`src/rtl/add_rs_dispatch.sv`:
```
`default_nettype none
// ============================================================================
// Module   : add_rs_dispatch
// Brief    : ADD/SUB reservation station with CDB wakeup and a single-op
//            dispatcher feeding the add execution unit.
// Revision : 1.0 - initial release
// ============================================================================
module add_rs_dispatch #(
  parameter int DEPTH = 3,
  parameter int DW    = 8
) (
  input  logic          clk1,
  input  logic          rst,
  input  logic          alloc_valid,
  output logic          alloc_ready,
  input  logic [3:0]    alloc_func,
  input  logic [3:0]    alloc_rd,
  input  logic [2:0]    alloc_rob,
  input  logic          alloc_s1_rdy,
  input  logic [3:0]    alloc_s1_tag,
  input  logic [DW-1:0] alloc_s1_data,
  input  logic          alloc_s2_rdy,
  input  logic [3:0]    alloc_s2_tag,
  input  logic [DW-1:0] alloc_s2_data,
  input  logic          cdb_valid,
  input  logic [3:0]    cdb_tag,
  input  logic [DW-1:0] cdb_data,
  output logic          ex_b,
  output logic [2:0]    rs_index,
  output logic [DW-1:0] rs1_data,
  output logic [DW-1:0] rs2_data,
  output logic [3:0]    func,
  output logic [2:0]    rob_ind,
  output logic [3:0]    rd,
  input  logic          ex_done,
  input  logic [2:0]    ex_done_index,
  output logic [1:0]    count
);

  localparam int c_IDX_W = 3;

  typedef enum logic [0:0] {ST_IDLE = 1'b0, ST_EXEC = 1'b1} state_t;

  state_t r_state, w_state_nxt;

  logic [DEPTH-1:0] r_busy, r_disp, r_s1_rdy, r_s2_rdy;
  logic [3:0]       r_func   [DEPTH];
  logic [3:0]       r_rd     [DEPTH];
  logic [2:0]       r_rob    [DEPTH];
  logic [3:0]       r_s1_tag [DEPTH];
  logic [3:0]       r_s2_tag [DEPTH];
  logic [DW-1:0]    r_s1_data[DEPTH];
  logic [DW-1:0]    r_s2_data[DEPTH];

  logic             r_ex_b;
  logic [2:0]       r_rs_index, r_rob_ind;
  logic [DW-1:0]    r_rs1_data, r_rs2_data;
  logic [3:0]       r_func_o, r_rd_o;
  logic [1:0]       r_count;

  logic             w_alloc_hit, w_alloc_en, w_pick_hit, w_dispatch, w_free;
  logic [2:0]       w_alloc_idx, w_pick_idx, w_pick_rob;
  logic [3:0]       w_pick_func, w_pick_rd;
  logic [DW-1:0]    w_pick_s1, w_pick_s2;
  logic [DEPTH-1:0] w_s1_wake, w_s2_wake;
  logic             w_alloc_s1_hit, w_alloc_s2_hit;

  assign alloc_ready    = (int'(r_count) < DEPTH);
  assign w_alloc_en     = alloc_valid && alloc_ready && w_alloc_hit;
  assign w_alloc_s1_hit = cdb_valid && !alloc_s1_rdy && (alloc_s1_tag == cdb_tag);
  assign w_alloc_s2_hit = cdb_valid && !alloc_s2_rdy && (alloc_s2_tag == cdb_tag);

  // Descending scan so the lowest qualifying index wins.
  always_comb begin
    w_alloc_hit = 1'b0;
    w_alloc_idx = '0;
    w_pick_hit  = 1'b0;
    w_pick_idx  = '0;
    w_pick_s1   = '0;
    w_pick_s2   = '0;
    w_pick_func = '0;
    w_pick_rob  = '0;
    w_pick_rd   = '0;
    w_s1_wake   = '0;
    w_s2_wake   = '0;
    for (int i = DEPTH - 1; i >= 0; i--) begin
      if (!r_busy[i]) begin
        w_alloc_hit = 1'b1;
        w_alloc_idx = c_IDX_W'(i);
      end
      if (r_busy[i] && !r_disp[i] && r_s1_rdy[i] && r_s2_rdy[i]) begin
        w_pick_hit  = 1'b1;
        w_pick_idx  = c_IDX_W'(i);
        w_pick_s1   = r_s1_data[i];
        w_pick_s2   = r_s2_data[i];
        w_pick_func = r_func[i];
        w_pick_rob  = r_rob[i];
        w_pick_rd   = r_rd[i];
      end
      w_s1_wake[i] = cdb_valid && r_busy[i] && !r_s1_rdy[i] && (r_s1_tag[i] == cdb_tag);
      w_s2_wake[i] = cdb_valid && r_busy[i] && !r_s2_rdy[i] && (r_s2_tag[i] == cdb_tag);
    end
  end

  always_comb begin
    w_state_nxt = r_state;
    w_dispatch  = 1'b0;
    w_free      = 1'b0;
    case (r_state)
      ST_IDLE: begin
        if (w_pick_hit) begin
          w_dispatch  = 1'b1;
          w_state_nxt = ST_EXEC;
        end
      end
      ST_EXEC: begin
        if (ex_done && (ex_done_index == r_rs_index)) begin
          w_free      = 1'b1;
          w_state_nxt = ST_IDLE;
        end
      end
      default: w_state_nxt = ST_IDLE;
    endcase
  end

  always_ff @(posedge clk1) begin
    if (rst) r_state <= ST_IDLE;
    else     r_state <= w_state_nxt;
  end

  always_ff @(posedge clk1) begin
    if (rst) begin
      r_busy   <= '0;
      r_disp   <= '0;
      r_s1_rdy <= '0;
      r_s2_rdy <= '0;
      for (int i = 0; i < DEPTH; i++) begin
        r_func[i]    <= '0;
        r_rd[i]      <= '0;
        r_rob[i]     <= '0;
        r_s1_tag[i]  <= '0;
        r_s2_tag[i]  <= '0;
        r_s1_data[i] <= '0;
        r_s2_data[i] <= '0;
      end
    end else begin
      for (int i = 0; i < DEPTH; i++) begin
        if (w_alloc_en && (w_alloc_idx == c_IDX_W'(i))) begin
          // A broadcast in the allocation cycle is captured directly.
          r_busy[i]    <= 1'b1;
          r_disp[i]    <= 1'b0;
          r_func[i]    <= alloc_func;
          r_rd[i]      <= alloc_rd;
          r_rob[i]     <= alloc_rob;
          r_s1_rdy[i]  <= alloc_s1_rdy || w_alloc_s1_hit;
          r_s1_tag[i]  <= alloc_s1_tag;
          r_s1_data[i] <= w_alloc_s1_hit ? cdb_data : alloc_s1_data;
          r_s2_rdy[i]  <= alloc_s2_rdy || w_alloc_s2_hit;
          r_s2_tag[i]  <= alloc_s2_tag;
          r_s2_data[i] <= w_alloc_s2_hit ? cdb_data : alloc_s2_data;
        end else begin
          if (w_free && (r_rs_index == c_IDX_W'(i))) begin
            r_busy[i] <= 1'b0;
            r_disp[i] <= 1'b0;
          end
          if (w_dispatch && (w_pick_idx == c_IDX_W'(i))) r_disp[i] <= 1'b1;
          if (w_s1_wake[i]) begin
            r_s1_rdy[i]  <= 1'b1;
            r_s1_data[i] <= cdb_data;
          end
          if (w_s2_wake[i]) begin
            r_s2_rdy[i]  <= 1'b1;
            r_s2_data[i] <= cdb_data;
          end
        end
      end
    end
  end

  always_ff @(posedge clk1) begin
    if (rst) begin
      r_ex_b     <= 1'b0;
      r_rs_index <= '0;
      r_rs1_data <= '0;
      r_rs2_data <= '0;
      r_func_o   <= '0;
      r_rob_ind  <= '0;
      r_rd_o     <= '0;
    end else begin
      r_ex_b <= w_dispatch;
      if (w_dispatch) begin
        r_rs_index <= w_pick_idx;
        r_rs1_data <= w_pick_s1;
        r_rs2_data <= w_pick_s2;
        r_func_o   <= w_pick_func;
        r_rob_ind  <= w_pick_rob;
        r_rd_o     <= w_pick_rd;
      end
    end
  end

  always_ff @(posedge clk1) begin
    if (rst) begin
      r_count <= '0;
    end else begin
      case ({w_alloc_en, w_free})
        2'b10:   r_count <= r_count + 2'd1;
        2'b01:   r_count <= r_count - 2'd1;
        default: r_count <= r_count;
      endcase
    end
  end

  assign ex_b     = r_ex_b;
  assign rs_index = r_rs_index;
  assign rs1_data = r_rs1_data;
  assign rs2_data = r_rs2_data;
  assign func     = r_func_o;
  assign rob_ind  = r_rob_ind;
  assign rd       = r_rd_o;
  assign count    = r_count;

endmodule
`default_nettype wire

```
`config.mk`:
```
export PLATFORM = sky130hd
export DESIGN_NAME = add_rs_dispatch
export DESIGN_NICKNAME = d
export VERILOG_FILES = /design/src/rtl/add_rs_dispatch.sv
export SDC_FILE = /design/constraint.sdc
export NUM_CORES = 1
export LEC_CHECK = 0
export ABC_AREA = 1
export BUFFER_PORTS_ARGS = -buffer_cell sky130_fd_sc_hd__buf_4
export CORE_AREA = 10 10 129 131
export CTS_CLUSTER_SIZE = 25
export DETAILED_ROUTE_END_ITERATION = 6
export DIE_AREA = 0 0 139 141
export PLACE_DENSITY = 0.79
export SYNTH_ARGS = -nofsm -noshare
export SYNTH_HDL_FRONTEND = slang
export SYNTH_SLANG_ARGS = --single-unit
```
`constraint.sdc`:
```
create_clock -name clk1 -period 5.1 [get_ports clk1]
set_clock_uncertainty 0.15 [all_clocks]
set_input_delay 0.765 -clock clk1 [delete_from_list [all_inputs] [get_ports clk1]]
set_output_delay 0.765 -clock clk1 [all_outputs]
set_load 0.05 [all_outputs]
```
==> impl_metrics.toml, run 1 <==
[yosys]
synth_cells = 918
ys_warn_count = 0
synth.yosys.seq_area_share_pct = 53.6
synth_top_area_share_pct = 41.7
synth_top_area_cell = "edfxtp_1"
syn_nets = 976
yosys_register_bits = 150
syn-cell-area_um2 = 7570
ys_types = 33
avgSynthCellArea_um2 = 8.25
yosys-top-cells-area = "edfxtp_1, dfxtp_1, nand2_1, nor2_1, inv_1"

[routing]
routedWlPerCell_um = 15.3
viasPerCell = 5.24
drt_iter0_drc = 643
firstDrtPassIters = 5
drc = 0
drtAntennaViolNets = 0
finalWirelength_mm = 18.2
vias = 6231

[cts]
ctsResizeCount = 0
post_cts_buffers = 0
htreeDepth = 4
cts_tree = "built"
clockBufferDepth = 2
numCtsBuffers = 17
cts_root_buf = "clkbuf_16"
ctsHoldBuffers = 0
clk_latency_ps = 430
clk_pin_slew_ps = 60
clock_sinks = 150

[place]
dp_cells = 1158
hpwl_mm = 13.0
gp_congestion = 0.910
io_buffers = 89

[floorplan]
die_w_um = 139
ios = 91
core-area_um2 = 14200
rows = 44
dieArea_um2 = 19600
die_y_um = 141
start_util_pct = 53.3

[setup_path]
crit_type = "primary input to flip-flop"
path_max_fanout = 41
cp.arrival_ps = 2630
startpoint_type = "primary input"
endpoint_kind = "flip-flop"
cp.required_ps = 5000

[grt]
grt_pass1_wl_mm = 29.3
grt_use_total_pct = 18.3
grt_pass1_vias = 5787
grt_overflow = 0
grt_max_degree = 58
antenna_found_initial = 0

[timing]
drv_slew = 0
hold_viol = 0
tightest_slew_ps = 863
fmax_mhz = 366
setup_viol = 0
rsz0062_at_grt = "false"
tns_ps = 0
slew_headroom_pct = 42.4
period_minus_slack_ps = 2730
fin_crit_sh_pct = 53.6

[power_and_ir_drop]
p_int_mw = 2.19
pwr-share-clk_pct = 41.4
finalPower_mw = 2.94
pwr-share-comb_pct = 9.9
p_seq_share_pct = 48.6
power-per-cell-area_nw_per_um2 = 332
p_switching_uw = 751
irDropWorstVdd_mv = 0.220
p_sw_share_pct = 25.5
p_leak_nw = 4.07

[finish]
multi_input_area_um2 = 2790
layout_commonest_cell = "nand2_1"
drive_gt1_share_pct = 17.9
utilization_pct = 62.4
fillers = 1247
regArea_um2 = 4050
num-nets-final = 1051
syn2layout_area_growth_pct = 17.1
diodes = 0
mostFrequentLayoutCells = "nand2_1, nor2_1, inv_1"
layoutNonFillerInstCount = 1190

[min_path]
min_path_type = "flip-flop to flip-flop"

[run_status]
status = "complete, no violations"

[run]
maxCapViolCount = 0
-- sequential cells by signal, summed over array words and instances, names as in the netlist --
name,cells
r_s1_tag,12
rs_index,2
rs2_data,8
r_s1_data,24
ex_b,1
rd,4
r_s1_rdy,3
r_busy,3
r_func,12
rob_ind,3
r_rob,9
rs1_data,8
r_rd,12
r_disp,3
count,2
r_s2_rdy,3
func,4
r_state,1
r_s2_data,24
r_s2_tag,12
-- routing by layer --
metal	track usage [%]	up-vias	wire length, um
li1	-	3102	-
met1	22.7	2840	7780
met2	30.1	257	8650
met3	4.43	32	1340
met4	7.30	0	391
met5	0	-	0
-- cells by family after synthesis --
logic type | after synthesis | synth area share (%)
XOR/XNOR | 14 | 1.62
buffers and inverters | 173 | 9.64
flip-flops | 150 | 53.6
AND/OR/NAND/NOR | 458 | 26.8
adder cells (fa/ha/maj) | 1 | 0.165
other | 1 | 0.0495
AO/OA/AOI/OAI | 121 | 8.15
-- critical path: stages --
cell and delay [ps]:
buf_4 170, inv_2 560, nand3_2 280, inv_1 120, nor2_1 90, inv_1 650
-- power by group through the flow --
stage	Sequential [mW]	Clock, mW	Combinational, mW
final	1.43	1.22	0.292
after global routing	1.44	1.28	0.327
after CTS	1.43	1.23	0.291
after detailed placement	1.46	0	0.289
after global placement	1.45	0	0.281
after floorplan	1.46	0	0.190
-- path summary, 6_finish.rpt --
kind	start	end	slack, ps	depth (start not counted)
worst min-delay path	r_disp[1]	r_disp[1]	330	2
worst min register to register	r_disp[1]	r_disp[1]	330	2
worst max-delay path	rst	r_rob[0][4]	2370	6
worst max register to register	count[0]	r_rob[0][4]	2830	7
-- through the flow --
step | hold WS, ps | area, um2 | worst slack [ps]
2_1_floorplan | 290 | 7570 | 2510
6_report | 333 | 8870 | 2370
3_5_place_dp | 318 | 8290 | 1950
3_3_place_gp | 303 | 8290 | 2050
4_1_cts | 327 | 8870 | 2410
5_1_grt | 353 | 8870 | 2200
-- synth_stat cells --
cell      count
a21oi_1      39
a21oi_2       1
buf_2        11
buf_4         9
buf_6         4
clkbuf_1     13
clkinv_1      6
conb_1        1
dfxtp_1      45
edfxtp_1    105
ha_1          1
inv_1       114
inv_2        15
inv_4         1
nand2_1     213
nand2_2      15
nand2_4       2
nand3_1      65
nand3_2       5
nand4_1      12
nand4_2       2
nor2_1      125
nor2_2        5
nor2_4        5
nor3_1        4
nor3_4        3
nor3b_1       1
o211ai_1      3
o21ai_0      64
o21ai_1      14
or2_1         1
xnor2_1       4
xor2_1       10
-- final cells by class --
class	instances	share of cell area [%]
inverters	136	5.79
multi-input cells	595	31.5
well taps	184	2.60
repair buffers	93	7.87
clock buffers	18	4.95
clock inverters	14	1.58
flip-flops and latches	150	45.7
No activity file was read; power rests on OpenSTA's default activity.
==> run 2, diff against run 1 <==
==> constraint.sdc (replaced) <==
create_clock -name clk1 -period 2.7 [get_ports clk1]
set_clock_uncertainty 0.15 [all_clocks]
set_input_delay 0.405 -clock clk1 [delete_from_list [all_inputs] [get_ports clk1]]
set_output_delay 0.405 -clock clk1 [all_outputs]
set_load 0.05 [all_outputs]
==> run 2 against run 1 <==
Compared with the run above: core utilization rose by 0.31 points; largest cell class unchanged; sequential power rose by 90%; register-to-register slack got worse by 2300 ps; critical path depth rose by 3; largest power group unchanged; count of clock-buffer cells in the layout rose by 6; design area rose by 0.49%.
==> impl_metrics.toml, run 2 (synthesis gave the netlist of run 1 again) <==
[run_status]
status = "complete, no violations"

[min_path]
min_path_type = "primary input to flip-flop"

[setup_path]
path_max_fanout = 24
path_cells = "inv_1 > nor2_1 > nor2_1 > nand2_2 > nor2_4 > nor2_2 > nand3_2 > nand2_1 > nand2_1"
cp.required_ps = 2730
endpoint_kind = "flip-flop"
slowest_delay_ps = 440
cp.arrival_ps = 2240
slowest_stage = "dfxtp_1"
crit_type = "flip-flop to flip-flop"
startpoint_type = "flip-flop"

[timing]
drv_slew = 0
period_minus_slack_ps = 2220
fin_crit_sh_pct = 82.2
tightest_slew_ps = 520
rsz0062_at_grt = "false"
hold_viol = 0
fmax_mhz = 451
tns_ps = 0
hold_slack_ps = 100
setup_viol = 0
slew_headroom_pct = 65.3

[routing]
routedWlPerCell_um = 15.4
vias = 6285
firstDrtPassIters = 5
viasPerCell = 5.24
drtAntennaViolNets = 0
drc = 0
drt_iter0_drc = 547
finalWirelength_mm = 18.5

[finish]
mostFrequentLayoutCells = "nand2_1, nor2_1, inv_1"
layout_commonest_cell = "nand2_1"
diodes = 0
num-nets-final = 1060
syn2layout_area_growth_pct = 17.7
reg_top3 = "r_s1_data (24), r_s2_data (24)"
fillers = 1210
drive_gt1_share_pct = 18.2

[grt]
grt_use_total_pct = 18.9
grt_pass1_vias = 6081
grt_pass1_wl_mm = 30.3
grt_overflow = 0
grt_max_degree = 40
antenna_found_initial = 0

[floorplan]
dieArea_um2 = 19600
rows = 44
die_y_um = 141
start_util_pct = 53.3
core-area_um2 = 14200
die_w_um = 139
ios = 91

[place]
gp_congestion = 0.915
hpwl_mm = 13.1
io_buffers = 89

[cts]
clk_pin_slew_ps = 60
numCtsBuffers = 17
ctsHoldBuffers = 0
clk_latency_ps = 430
cts_root_buf = "clkbuf_16"
htreeDepth = 4
post_cts_buffers = 0
clock_sinks = 150
clockBufferDepth = 2
cts_tree = "built"
ctsResizeCount = 0

[power_and_ir_drop]
power-per-cell-area_nw_per_um2 = 616
irDropWorstVdd_mv = 0.411
p_leak_nw = 4.11

[run]
maxCapViolCount = 0
==> run 2: where the power goes <==
part	leakage (nW)	internal, mW	switching, mW	total, mW
clock	0.270	1.33	0.894	2.23
combinational	2.38	0.182	0.373	0.555
sequential	1.46	2.65	0.0590	2.71
==> run 2: per-stage QoR <==
| stage | area (um2) | util [%] | setup WS, ps | std cells | total power [mW] |
|---|---|---|---|---|---|
| floorplan | 7570 | - | 112 | 918 | 3.12 |
| detailed placement | 8350 | 58.8 | 510 | 1167 | 3.30 |
| CTS | 8910 | 62.7 | 530 | 1199 | 5.50 |
| finish | 8910 | 62.7 | 481 | 1199 | 5.49 |
| global placement | 8350 | 58.8 | 522 | 1167 | 3.28 |
| global route | 8910 | 62.7 | 283 | 1199 | 5.69 |
==> run 2: final timing paths <==
kind	from	end	slack [ps]	depth (start not counted)
max	r_busy[0]	r_s1_data[2][6]	480	9
min	rst	rs_index[0]	100	2
max reg2reg	r_busy[0]	r_s1_data[2][6]	480	9
min reg2reg	r_disp[1]	r_disp[1]	340	2
==> run 2: layer usage <==
layer  part of all wire (%)  vias to the layer above  GRT usage, %  routed length [um]
li1                       -                     3118             -                   -
met2                     49                      243          31.9                9090
met1                     42                     2901          23.4                7780
met3                    7.2                       23          4.60                1330
met4                    1.5                        0          5.82                 278
met5                      0                        -             0                   0
==> run 2: worst max-delay path, delay by kind of cell (launching register included) <==
kind,cells,cell delay (ps)
buffers and inverters,1,80
flip-flops,1,440
AND/OR/NAND/NOR,8,1290
==> run 2: cell type report <==
type | count | area, um2 | area share [%]
multi-input combinational | 595 | 2790 | 31.3
sequential | 150 | 4050 | 45.5
timing repair buffer | 102 | 766 | 8.59
tap | 184 | 230 | 2.58
clock buffer | 24 | 482 | 5.41
clock inverter | 8 | 73.8 | 0.829
inverter | 136 | 513 | 5.76
